$ cat src/rtl/pipeline_controller.sv
// Pipeline hazard/flush control plus a fixed-latency data-memory wait sequencer.
// Latency: hazard/flush outputs are combinational; a memory access freezes exactly WAIT_CYCLES cycles, then pulses mem_ready.
module pipeline_controller #(
  parameter int unsigned WAIT_CYCLES = 4
) (
  input  logic        clk,
  input  logic        rst,
  input  logic [3:0]  src1,
  input  logic [3:0]  src2,
  input  logic        two_src,
  input  logic [3:0]  exe_dest,
  input  logic        exe_wb_en,
  input  logic        exe_mem_r_en,
  input  logic [3:0]  mem_dest,
  input  logic        mem_wb_en,
  input  logic        fwd_en,
  input  logic        branch_taken,
  input  logic        mem_req,
  output logic        freeze_if,
  output logic        flush_if,
  output logic        flush_id,
  output logic        freeze_all,
  output logic        mem_ready,
  output logic [15:0] stall_count,
  output logic [15:0] flush_count
);

  typedef enum logic [1:0] {
    RUN      = 2'd0,
    MEM_WAIT = 2'd1,
    MEM_DONE = 2'd2
  } state_t;

  localparam logic [3:0] CNT_LOAD = 4'(WAIT_CYCLES - 1);

  state_t      state, next_state;
  logic [3:0]  cnt, next_cnt;
  logic [15:0] stall_q, flush_q;

  logic match_exe, match_mem, hazard;
  logic frz_all, frz_if, fl_if, fl_id, rdy;

  always_ff @(posedge clk) begin
    if (rst) begin
      state <= RUN;
      cnt   <= 4'd0;
    end else begin
      state <= next_state;
      cnt   <= next_cnt;
    end
  end

  always_comb begin
    next_state = state;
    next_cnt   = cnt;
    frz_all    = 1'b0;
    rdy        = 1'b0;
    case (state)
      RUN: begin
        if (mem_req) begin
          frz_all    = 1'b1;
          next_cnt   = CNT_LOAD;
          next_state = MEM_WAIT;
        end
      end
      MEM_WAIT: begin
        frz_all  = 1'b1;
        next_cnt = cnt - 4'd1;
        if (cnt == 4'd1) begin
          next_state = MEM_DONE;
        end
      end
      MEM_DONE: begin
        // mem_req is ignored here so back-to-back accesses restart from RUN
        rdy        = 1'b1;
        next_state = RUN;
      end
      default: begin
        next_state = RUN;
        next_cnt   = 4'd0;
      end
    endcase
  end

  always_comb begin
    match_exe = (src1 == exe_dest) || (two_src && (src2 == exe_dest));
    match_mem = (src1 == mem_dest) || (two_src && (src2 == mem_dest));
    if (fwd_en) begin
      // With forwarding only a load result in EXE is not yet available
      hazard = exe_mem_r_en && match_exe;
    end else begin
      hazard = (exe_wb_en && match_exe) || (mem_wb_en && match_mem);
    end
  end

  always_comb begin
    frz_if = 1'b1;
    fl_if  = 1'b0;
    fl_id  = 1'b0;
    if (!frz_all) begin
      frz_if = hazard && !branch_taken;
      fl_if  = branch_taken;
      fl_id  = hazard || branch_taken;
    end
  end

  always_ff @(posedge clk) begin
    if (rst) begin
      stall_q <= 16'd0;
      flush_q <= 16'd0;
    end else begin
      if ((frz_if || frz_all) && (stall_q != 16'hFFFF)) begin
        stall_q <= stall_q + 16'd1;
      end
      if ((fl_if || fl_id) && (flush_q != 16'hFFFF)) begin
        flush_q <= flush_q + 16'd1;
      end
    end
  end

  always_comb begin
    freeze_if   = 1'b0;
    flush_if    = 1'b0;
    flush_id    = 1'b0;
    freeze_all  = 1'b0;
    mem_ready   = 1'b0;
    stall_count = 16'd0;
    flush_count = 16'd0;
    if (!rst) begin
      freeze_if   = frz_if;
      flush_if    = fl_if;
      flush_id    = fl_id;
      freeze_all  = frz_all;
      mem_ready   = rdy;
      stall_count = stall_q;
      flush_count = flush_q;
    end
  end

endmodule

$ cat config.mk
export PLATFORM = sky130hd
export DESIGN_NAME = pipeline_controller
export DESIGN_NICKNAME = d
export VERILOG_FILES = /design/src/rtl/pipeline_controller.sv
export SDC_FILE = /design/constraint.sdc
export NUM_CORES = 1
export LEC_CHECK = 0
export BUFFER_PORTS_ARGS = -buffer_cell sky130_fd_sc_hd__buf_2
export CAP_MARGIN = 20
export CORE_ASPECT_RATIO = 0.75
export CORE_MARGIN = 4
export CORE_UTILIZATION = 35
export CTS_CLUSTER_DIAMETER = 60
export DETAILED_ROUTE_END_ITERATION = 6
export PLACE_DENSITY = 0.57
export SYNTH_ARGS = -nofsm -noshare
export SYNTH_HDL_FRONTEND = slang
export SYNTH_SLANG_ARGS = --single-unit
$ cat constraint.sdc
create_clock -name clk -period 2.8 [get_ports clk]
set_clock_uncertainty 0.05 [all_clocks]
set_input_delay 0.84 -clock clk [delete_from_list [all_inputs] [get_ports clk]]
set_output_delay 0.84 -clock clk [all_outputs]
set_load 0.02 [all_outputs]
# After elaboration in Yosys (flattened, before gate mapping)
# Cells that the tools add are included.
classes:
  add_sub_neg: 3
  n_eq_ne: 11
  n_mux: 19
  n_bitwise: 1
  reduce_logical: 18
ops:
  columns: ["cell", "count"]
  rows:
  - ["$add A16 B1 Y16 const B", 2]
  - ["$mux W16", 2]
  - ["$ne A16 B16 Y1 const B", 2]
  - ["$eq A4 B4 Y1", 4]
  - ["$pmux W4 S3", 1]
  - ["$mux W1", 11]
  - ["$logic_and A1 B1 Y1", 8]
  - ["$logic_or A1 B1 Y1", 6]
  - ["$eq A4 B1 Y1 const B", 1]
  - ["$mux W2", 2]
  - ["$mux W4", 1]
  - ["$ne A2 B2 Y1 const B", 2]
  - ["$pmux W2 S2", 1]
  - ["$reduce_and A2 Y1", 2]
  - ["$sub A4 B1 Y4 const B", 1]
  - ["$eq A2 B1 Y1 const B", 1]
  - ["$eq A2 B2 Y1 const B", 1]
  - ["$logic_not A2 Y1", 1]
  - ["$pmux W1 S2", 1]
  - ["$logic_not A1 Y1", 1]
  - ["$not A1 Y1", 1]
word_totals:
  register_bits: 38
  inputBits: 25
  output_inout_bits: 37
  wordCells: 56

# Logic depth before layout (Yosys ltp)
# Gate-level depths: netlist of run 1.
logic_depth:
  depth_word: 10
  ltp_mapped: 8
  ltp_nobuf: 7

# Worst setup path before layout of run 1
# Ideal clock, no wire load.
synth_timing:
  path_kind: "input port to output port"
  startpoint: "input exe_dest[3]"
  endpoint: "output freeze_if"
  arrival_time_ns: 2.063
  required_time_ns: 1.910
  slack_ns: -0.153
  path_stages: 6
  path_buffers: 0
  path_cell_list: "xor2_1 nor4_2 o2bb2ai_2 nor2_1 o21ai_0 nor2b_1"
synth_via:
  elab_chain_len: 9
  elab_cells_between_ends: 11
  cone_classes: "2 x eq/ne; 3 x mux; 6 x reduce/logical"
synth_lines:
  columns: ["element", "line_no", "source"]
  rows:
  - ["start: declaration", "11", "input logic [3:0] exe_dest,"]
  - ["$eq A4 B4 Y1", "86", "match_exe = (src1 == exe_dest) || (two_src && (src2 == exe_dest));"]
  - ["$logic_and A1 B1 Y1", "86", null]
  - ["$logic_or A1 B1 Y1 *", "86", null]
  - ["$logic_and A1 B1 Y1", "92", "hazard = (exe_wb_en && match_exe) || (mem_wb_en && match_mem);"]
  - ["$logic_or A1 B1 Y1", "92", null]
  - ["$mux W1 *", "88", "if (fwd_en) begin"]
  - ["$logic_and A1 B1 Y1 *", "101", "frz_if = hazard && !branch_taken;"]
  - ["$mux W1 *", "100", "if (!frz_all) begin"]
  - ["$mux W1 *", "129", "if (!rst) begin"]
  - ["end: declaration", "19", "output logic freeze_if,"]
# Mark *: on every way between the ends. The rest lies on a longest branch, timed or not.

# Worst setup path in the final report of run 1
# Same ends and word-level chain as after synthesis.

==> results.md, run 1 <==
- Comb pwr share: 19.4%
- RR Startpoint: stall_q[0]
- Synthesized Nets: around 340
- Setup-failing EPs final: 2
- Worst slack, placed: -270 ps
- Netlist cell types: 40
- Sequential power share: about 48%
- Total CTS buffers: 5
- Area grow syn2layout: 28.0%
- Post-synthesis sequential area ratio: between 30% and 40%
- RePlAce Congestion: 0.783
- XOR/XNOR Fraction of Synth Area: around 7%
- Sw Share: ~28%
- Failing checks: setup timing
- Clock tree sinks: 38
- Root buf cell: clkbuf_8
- Worst Tran Pin Value: 491 ps
- Avg Inst Size Synth: between 7 and 8 sq um
- Final Max Slew Viols: 0
- Vias per cell: between 5 and 6
- Die H: slightly below 80 um
- Largest fanout on the critical path: 2
- Post-synth EDFFs: 0
- Slew headroom: ~67%
- Hold WS: 450 ps
- DR pass1 iterations: 4
- Starting DRC count in detailed routing: approximately 120
- Clock transition at path regs: around 70 ps
- #FFs+latches synth: 38
- CP required: 1910 ps
- I/O pins: 62
- First-pass GRT wire length: about 10,000 um
- CTS tree: built
- Max Cap Violations: 0
- Final std cells w/o fill: 454
- Clk_lat worst skew: just under 300 ps
- Total GRT Usage: approximately 16%
- Core Footprint: between 6000 and 7000 sq um
- Die footprint: between 8000 and 9000 sq um
- Share of layout cells above drive strength 1: between 20 and 30%
- Placed standard-cell area: approximately 2900 sq um
- Fillers: between 600 and 700
- Tcrit/Tclk final: 106%
- Pleak: between 1 and 1.5 nW
- CTS Buffer Depth: 2
- Synth Area in Simple Gates: around 36%
- Die width: 103 um
- Setup CP Type: input port to output port
- Peak supply drop: 223 uV
- Antenna viol nets, final: 0
- Top FF cell, synth: dfxtp_1
- Asr flop ratio synth: 0%
- Mux contribution to synthesized area: 4.71%
- Outcome: complete, but fails checks
- Port bufs: a little over 60
- RSZ-0062 raised after global routing: yes
- Initial antenna violation count: 0
- Wire per inst: 13.4 um
- Synthesized cell area: 2360 sq um
- Depth of the most critical reg-to-reg path: 7
- Sw Pwr: around 0.00034 W
- Worst Setup End Kind: output port
- Synth Area in Compound Gates: 13.1%
- Cell Int Power: approximately 0.00086 W
- CP max stage cell: nor4_2
- Final Net Count: 401
- Clock Power Share: about a third
- Largest family of logic cells by synthesized area: simple AND/OR/NAND/NOR gates
- Largest net degree at the start of global routing: 40
- Critical path cell sequence: buf_8 -> xor2_2 -> nor4_2 -> o2bb2ai_2 -> nor2_2 -> o21ai_2 -> nor2b_4 -> buf_6
- Total routed wirelength: roughly 6100 um
- Worst path arrival time: between 2000 and 2500 ps
- Final Hold Fails: 0
- Placed Cells: between 400 and 500
- FF-to-FF setup slack: 730 ps
- WHS Endpoint: flush_q[15]
- HPWL Detailed: 4500 um
- Final worst slack: -158 ps
- Post-layout min period: approximately 3000 ps
- Initial Utilization: about 37%
- Vias: roughly 2,300
- Min-delay src: flush_q[15]
- Design Area, Final: roughly 3000 sq um
- Grt ovf: 0
- # DRC: 0
- F_max: around 340 MHz
- Yosys warnings: 0
- Post-Synthesis Cells: roughly 310
- Worst hold path type: flop to flop
- Critical Path Max Stage Delay: roughly 300 ps
- Vias in the first global route: 2,319
- PwrDens: ~400 nW/um^2
- Min-Delay Path Depth: 1
- Post-synthesis adder-cell area fraction: about 2.1%
- Endpoint of the lowest-slack register-to-register path: stall_q[9]
- # diodes: 0
- Rows: 25
- H-tree Lvls: 2
- Startpoint Class: input port
-- routing by layer --
metal  vias to the layer above  GRT usage [%]  wire length, um
li1                       1222              -                -
met3                        12           4.48              250
met4                         0           5.43              106
met2                        32           23.1             2560
met5                         -              0                0
met1                      1037           22.0             3180
-- through the flow --
| stage | power, W | TNS [ps] | utilization (%) |
|---|---|---|---|
| finish | 0.00121 | -281 | 47.1 |
| global route | 0.00127 | -425 | 47.1 |
| CTS | 0.00122 | -314 | 46.7 |
| detailed placement | 0.000808 | -425 | 44.5 |
| global placement | 0.000805 | -416 | 44.5 |
| floorplan | 0.000719 | -47.0 | - |
-- state kept, by name (all words and copies together) (netlist names) --
register / count
state: 2
cnt: 4
stall_q: 16
flush_q: 16
-- worst max-delay path, delay by kind of cell --
kind / cells / cell delay (ps)
xor+xnor: 1 / 160
compound gates: 2 / 310
simple gates: 3 / 540
buf+inv: 2 / 220
-- cell usage in the layout, fill, tap and decap left out, types with 3 or more instances in the layout --
cell type | netlist | final
xor2_1 | 7 | 6
a21oi_1 | 13 | 13
nor2b_1 | 32 | 31
nor2_1 | 31 | 29
a22oi_1 | 3 | 3
and4_1 | 4 | 4
clkbuf_8 | 0 | 6
buf_6 | 0 | 4
or4_1 | 7 | 7
inv_1 | 10 | 10
buf_2 | 4 | 57
nor3_1 | 9 | 9
nand4_1 | 7 | 7
xnor2_1 | 12 | 11
o21ai_0 | 20 | 19
or3_1 | 11 | 11
nand2_1 | 22 | 22
o31a_1 | 3 | 3
ha_1 | 4 | 4
buf_12 | 0 | 3
mux2_2 | 9 | 9
nor4_1 | 4 | 4
buf_4 | 0 | 10
dfxtp_1 | 38 | 38
and3_1 | 7 | 7
nand3_1 | 20 | 20
-- final cells by class --
class | count | area, sq um | area share, %
clock buffers | 7 | 86.3 | 2.86
clock inverters | 1 | 5.00 | 0.166
multi-input cells | 242 | 1550 | 51.3
repair buffers | 75 | 480 | 15.9
inverters | 10 | 37.5 | 1.24
well taps | 81 | 101 | 3.35
flip-flops and latches | 38 | 761 | 25.2
-- how the worst max path moves through the flow --
stage                      from        end  slack (ps)  cells after the start
detailed placement  exe_dest[3]  freeze_if        -270                      8
finish              exe_dest[3]  freeze_if        -160                      8
global route        exe_dest[3]  freeze_if        -230                      8
global placement    exe_dest[3]  freeze_if        -260                      8
CTS                     src1[3]  freeze_if        -180                      8
floorplan           exe_dest[3]  freeze_if         -40                      6
-- logic make-up (layout without fill, tap and decap cells) --
group / count (synthesis) / count (layout)
buf+inv: 26 / 93
fa+ha+maj: 4 / 4
compound gates: 50 / 50
flops: 38 / 38
mux: 10 / 10
simple gates: 159 / 159
xor+xnor: 19 / 19
-- power by group through the flow --
stage / registers (W) / logic, W / clock network, W
2_1_floorplan: 0.000583 / 0.000136 / 0
3_3_place_gp: 0.000588 / 0.000217 / 0
3_5_place_dp: 0.000588 / 0.000220 / 0
4_1_cts: 0.000575 / 0.000230 / 0.000413
5_1_grt: 0.000578 / 0.000258 / 0.000436
6_report: 0.000575 / 0.000234 / 0.000397
-- synthesized netlist by cell type, drive strengths merged (5+ instances only) --
library cell | instances | area (sq um)
dfxtp | 38 | 761
nor2b | 32 | 200
nor2 | 31 | 116
nand2 | 22 | 82.6
o21ai | 21 | 105
nand3 | 20 | 100
a21oi | 13 | 65.1
xnor2 | 12 | 105
clkbuf | 11 | 42.5
or3 | 11 | 68.8
inv | 10 | 37.5
nor3 | 10 | 55.1
mux2 | 9 | 101
and3 | 7 | 43.8
nand4 | 7 | 43.8
or4 | 7 | 52.6
xor2 | 7 | 61.3
buf | 5 | 23.8
nor4 | 5 | 37.5
-- what timing repair did --
| item | CTS | global route |
|---|---|---|
| hold buffers | 0 | 0 |
| pin swaps | 3 | 5 |
| setup endpoints to repair | 2 | 2 |
| endpoints found under the hold margin | 0 | 0 |
| setup buffers | 1 | 0 |
| gates resized for setup | 9 | 6 |
| cloned | 0 | 0 |
(Power assumes the default switching activity.)
==> run 2: changes to the inputs <==
CORE_UTILIZATION = 45   (was 35)
MAX_ROUTING_LAYER = met4   (was unset)
PLACE_DENSITY = 0.7   (was 0.57)
==> run 2 against run 1 <==
- setup slack improved by 19 ps
- clock power decreased by 3%
- critical endpoint unchanged
- maximum frequency increased by 0.65%
- flip-flop and latch count is the same
- power is 0.47% lower
- count of clock-buffer cells in the layout did not move
- global-route usage increased by 2.8 points
- routed wire length fell by 4.3%
- the run still ends with setup timing left
- combinational power rose by 2%
- sequential power about the same
==> results.md, run 2 (synthesis gave the netlist of run 1 again) <==
- Vias per cell: 5.31 (+4.7%)
- Critical Path Max Stage Delay: 290 ps (about the same)
- Cell family with most CP delay: simple AND/OR/NAND/NOR gates
- Clock transition at path regs: 80 ps (about the same)
- HPWL Detailed: 4230 um (-6.2%)
- Setup-failing EPs final: 2 (unchanged)
- # diodes: 0 (unchanged)
- Failing checks: setup timing
- Tcrit/Tclk final: 105% (-0.68 points)
- CP required: 1910 ps (about the same)
- Final worst slack: -139 ps (+19.2 ps)
- Endpoint of the lowest-slack register-to-register path: stall_q[15]
- Max Cap Violations: 0 (unchanged)
- Antenna viol nets, final: 0 (unchanged)
- PwrDens: 394 nW/um^2 (-1.3%)
- Clock Power Share: 32.2% (-0.7 points)
- CP max stage cell: nor4_2
- Total routed wirelength: 5830 um (-4.3%)
- Worst Path Buf+Inv: 2 (unchanged)
- DR pass1 iterations: 4 (unchanged)
- Design Area, Final: 3050 sq um (+0.79%)
- Vias: 2,375 (+3.1%)
- Share of layout cells above drive strength 1: 28.3% (+0.65 points)
- Peak supply drop: 225 uV (+0.94%)
- Worst hold path type: flop to flop
- Worst Setup End Kind: output port
- Min-delay src: flush_q[14]
- CTS Buffer Depth: 2 (unchanged)
- Min-Delay Path Depth: 1 (unchanged)
- Final Hold Fails: 0 (unchanged)
- F_max: 340 MHz (+0.65%)
- Clk_lat worst skew: 290 ps (about the same)
- Largest fanout on the critical path: 2 (unchanged)
- Total CTS buffers: 5 (unchanged)
- Regs by FF count: flush_q (16), stall_q (16), cnt (4)
- Total GRT Usage: 18.5% (+2.8 points)
- Worst slack, placed: -313 ps (-42.7 ps)
- Critical path depth: 8 (unchanged)
- Area grow syn2layout: 29.0%
- Grt ovf: 0 (unchanged)
- Cell Int Power: 0.000869 W (+0.64%)
- Worst Tran Pin Value: 486 ps (-5.50 ps)
- Clock tree sinks: 38 (unchanged)
- RSZ-0062 raised after global routing: yes
- Root buf cell: clkbuf_8
- Placed standard-cell area: 2850 sq um (-0.13%)
- RR Startpoint: stall_q[0]
- Post-layout min period: 2940 ps (-19.2 ps)
- Starting DRC count in detailed routing: 94 (-22%)
- Initial antenna violation count: 0 (unchanged)
- Most common cell after layout, fill and taps aside: buf_2
- Die footprint: 6480 sq um (-20%)
- Depth of the most critical reg-to-reg path: 7 (unchanged)
- First-pass GRT wire length: 9850 um (-5.6%)
- I/O pins: 62 (unchanged)
- Worst path arrival time: 2050 ps (-20 ps)
- # DRC: 0 (unchanged)
- RePlAce Congestion: 0.835 (+6.5%)
- Slew headroom: 67.5% (+0.37 points)
- Rows: 22 (-12%)
- Final Net Count: 403 (+0.50%)
- Initial Utilization: 47.4% (+11 points)
- Vias in the first global route: 2,272 (-2.0%)
- Setup TNS: -275 ps (+5.89 ps)
- Sw Pwr: 0.000332 W (-3.3%)
- Core Footprint: 4980 sq um (-22%)
- Critical path cell sequence: buf_8 -> xor2_2 -> nor4_2 -> o2bb2ai_2 -> nor2_2 -> o21ai_2 -> nor2b_4 -> buf_6
- Port bufs: 61 (unchanged)
- Comb pwr share: 19.9% (+0.5 points)
- Sw Share: 27.7% (-0.81 points)
- FF-to-FF setup slack: 750 ps (+20 ps)
- Most frequent cells in the layout: 54 x buf_2, 38 x dfxtp_1, 31 x nor2b_1
- Outcome: complete, but fails checks
- Setup CP Type: input port to output port
- Wire per inst: 13.0 um (-2.8%)
- Die H: 70.7 um (-11%)
- Die width: 91.7 um (-11%)
- Largest net degree at the start of global routing: 40 (unchanged)
- Startpoint Class: input port
- H-tree Lvls: 2 (unchanged)
- Final Max Slew Viols: 0 (unchanged)
- Sequential power share: 47.9% (+0.2 points)
- CTS tree: built
- WHS Endpoint: flush_q[14]
- Pleak: 1.29 nW (+1.4%)
-- run 2: cell count changes in the layout (fill, tap and decap cells not counted), sizes merged --
cell / before / now
buf: 75 / 77
-- run 2: repair_timing --
action,in CTS,in global routing
gates resized for setup,12,10
hold endpoints to repair,0,0
setup buffers,2,1
hold buffers,0,0
setup endpoints to repair,2,2
pin swaps,6,7
-- run 2: layout make-up --
class / instances / area (sq um)
Clock inverter: 1 / 5.00
Timing Repair Buffer: 77 / 507
Tap cell: 72 / 90.1
Sequential cell: 38 / 761
Inverter: 10 / 37.5
Fill cell: 468 / 1940
Multi-Input combinational cell: 242 / 1560
Clock buffer: 7 / 86.3
-- run 2: worst max-delay path by stage --
stage / slack, ps / start / to
after floorplan: -40 / exe_dest[3] / freeze_if
after global placement: -290 / exe_dest[3] / freeze_if
after detailed placement: -310 / exe_dest[3] / freeze_if
after CTS: -230 / src1[0] / freeze_if
after global routing: -200 / src1[3] / freeze_if
final: -140 / src1[3] / freeze_if
-- run 2: per-stage QoR --
stage	hold slack [ps]	cells	total power [W]	utilization (%)
6_report	436	447	0.00120	61.2
5_1_grt	470	447	0.00126	61.2
4_1_cts	440	447	0.00121	60.4
3_5_place_dp	427	437	0.000807	57.2
3_3_place_gp	428	437	0.000801	57.2
2_1_floorplan	399	306	0.000719	-
-- run 2: layer usage --
layer	track usage, %	share of wire, %
met1	23.3	47
met2	30.4	48
met3	3.61	3.8
met4	4.85	1.7
met5	-	0
-- run 2: power by group through the flow --
| stage | registers (W) | logic [W] | clock network [W] |
|---|---|---|---|
| after global routing | 0.000578 | 0.000265 | 0.000415 |
| after floorplan | 0.000583 | 0.000136 | 0 |
| after detailed placement | 0.000587 | 0.000220 | 0 |
| after CTS | 0.000575 | 0.000234 | 0.000399 |
| final | 0.000575 | 0.000239 | 0.000387 |
| after global placement | 0.000587 | 0.000214 | 0 |
==> run 3: changes to the inputs <==
PLACE_DENSITY = unset   (was 0.7)
PLACE_DENSITY_LB_ADDON = 0.05   (was unset)
==> run 3 against run 2 <==
- the flow still finishes with violations (setup timing)
- design area is 1.7% lower
- highest routed layer unchanged
- routed wire length is 6.0% lower
- final cell count is 0.22% lower
- critical path depth stayed put
- sequential share of layout area is 0.43 points higher
- flip-flop and latch count stayed put
==> results.md, run 3 (synthesis gave the netlist of run 1 again) <==
- Outcome: complete, but fails checks
- Failing checks: setup timing
- Clk_lat worst skew: 280 ps (about the same)
- CP required: 1910 ps (about the same)
- Total CTS buffers: 5 (unchanged)
- Port bufs: 61 (unchanged)
- Initial antenna violation count: 0 (unchanged)
- Slew headroom: 73.0% (+5.6 points)
- Pleak: 1.27 nW (-1.4%)
- Worst Tran Pin Value: 403 ps (-83.0 ps)
- Root buf cell: clkbuf_8
- Worst Setup End Kind: output port
- DR pass1 iterations: 4 (unchanged)
- Fillers: 492 (+5.1%)
- Setup CP Type: input port to output port
- Tcrit/Tclk final: 105% (-0.24 points)
- Wire per inst: 12.3 um (-5.8%)
- Share of layout cells above drive strength 1: 27.5% (-0.73 points)
- Die H: 70.7 um (unchanged)
- Startpoint Class: input port
- # DRC: 0 (unchanged)
- Clock tree sinks: 38 (unchanged)
- Final Max Slew Viols: 0 (unchanged)
- Depth of the most critical reg-to-reg path: 7 (unchanged)
- RePlAce Congestion: 0.788 (-5.5%)
- Vias in the first global route: 2,096 (-7.7%)
- Final Hold Fails: 0 (unchanged)
- Worst hold path type: flop to flop
- CTS Buffer Depth: 2 (unchanged)
- RSZ-0062 raised after global routing: yes
- Design Area, Final: 3000 sq um (-1.7%)
- Antenna viol nets, final: 0 (unchanged)
- Regs by FF count: flush_q (16), stall_q (16), cnt (4)
- Grt ovf: 0 (unchanged)
- First-pass GRT wire length: 9160 um (-7.1%)
- Area grow syn2layout: 26.8%
- CTS tree: built
- Placed standard-cell area: 2840 sq um (-0.35%)
- FF-to-FF setup slack: 770 ps (+20 ps)
- Largest net degree at the start of global routing: 68 (+70%)
- H-tree Lvls: 2 (unchanged)
- Endpoint of the lowest-slack register-to-register path: stall_q[11]
- PwrDens: 391 nW/um^2 (-0.77%)
- Clock transition at path regs: 70 ps (about the same)
- Core Footprint: 4980 sq um (unchanged)
- Starting DRC count in detailed routing: 68 (-28%)
- Peak supply drop: 178 uV (-21%)
- RR Startpoint: stall_q[0]
- Worst slack, placed: -276 ps (+37.3 ps)
- Post-layout min period: 2930 ps (-6.84 ps)
- Setup TNS: -252 ps (+23.2 ps)
- Util after Layout: 60.1% (-1.0 points)
- Worst path arrival time: 2040 ps (about the same)
- Most frequent cells in the layout: 55 x buf_2, 38 x dfxtp_1, 31 x nor2b_1
- Hold_buf cts: 0 (unchanged)
- Die width: 91.7 um (unchanged)
- HPWL Detailed: 4020 um (-4.9%)
- Die footprint: 6480 sq um (unchanged)
- Setup-failing EPs final: 2 (unchanged)
- Rows: 22 (unchanged)
- Max Cap Violations: 0 (unchanged)
- Initial Utilization: 47.4% (unchanged)
- Final worst slack: -132 ps (+6.84 ps)
- Most common cell after layout, fill and taps aside: buf_2
- Vias per cell: 5.25 (-1.2%)
- Vias: 2,341 (-1.4%)
- Final Net Count: 404 (+0.25%)
- # diodes: 0 (unchanged)
- Largest fanout on the critical path: 2 (unchanged)
- I/O pins: 62 (unchanged)
- Setup crit end: freeze_if
- Total routed wirelength: 5480 um (-6.0%)
- Crit path launch: src1[3]
- F_max: 341 MHz (+0.23%)
- Total GRT Usage: 17.3% (-1.2 points)
==> run 3: cell types whose count changed in the layout (fill, tap and decap cells not counted), sizes merged <==
cell / before / now
clkinv: 1 / 0
buf: 77 / 78
clkbuf: 7 / 6
==> run 3: per-layer routing <==
metal	track usage, %	vias to the layer above	wire (um)
met5	-	-	0
met4	4.52	0	55
met3	3.61	7	285
met2	26.0	54	2430
met1	23.6	1055	2710
li1	-	1225	-
==> run 3: through the flow <==
step,hold slack (ps),total power (W),instances
2_1_floorplan,399,0.000719,306
3_3_place_gp,433,0.000798,439
3_5_place_dp,424,0.000801,439
4_1_cts,442,0.00118,446
5_1_grt,482,0.00123,446
6_report,446,0.00117,446
==> run 3: repair_timing <==
action                                  in CTS  in global routing
buffers inserted                             1                  0
endpoints found under the setup margin       2                  2
pin swaps                                    5                  5
gates resized for setup                      8                  8
==> run 3: where the power goes <==
part	internal [W]	switching [W]	leakage [nW]
combinational	0.000106	0.000121	0.918
clock	0.000190	0.000180	0.0431
sequential	0.000557	0.0000182	0.308
==> run 3: cell type report <==
type | instances | area [sq um] | area share [%]
Clock buffer | 6 | 82.6 | 2.76
Timing Repair Buffer | 78 | 483 | 16.1
Inverter | 10 | 37.5 | 1.25
Multi-Input combinational cell | 242 | 1540 | 51.5
Tap cell | 72 | 90.1 | 3.01
Sequential cell | 38 | 761 | 25.4
==> run 3: critical path, stage by stage <==
cell and delay, ps:
buf_8 100, xor2_2 170, nor4_2 290, o2bb2ai_2 160, nor2_2 70, o21ai_2 140, nor2b_4 160, buf_6 110
==> run 3: worst min-delay path by stage <==
stage           startpoint          end  slack, ps  cells past startpoint
3_5_place_dp   flush_q[15]  flush_q[15]        420                      1
5_1_grt         flush_q[9]   flush_q[9]        480                      2
2_1_floorplan  flush_q[14]  flush_q[14]        400                      1
4_1_cts        flush_q[15]  flush_q[15]        440                      1
6_report       flush_q[15]  flush_q[15]        450                      1
3_3_place_gp   flush_q[15]  flush_q[15]        430                      1
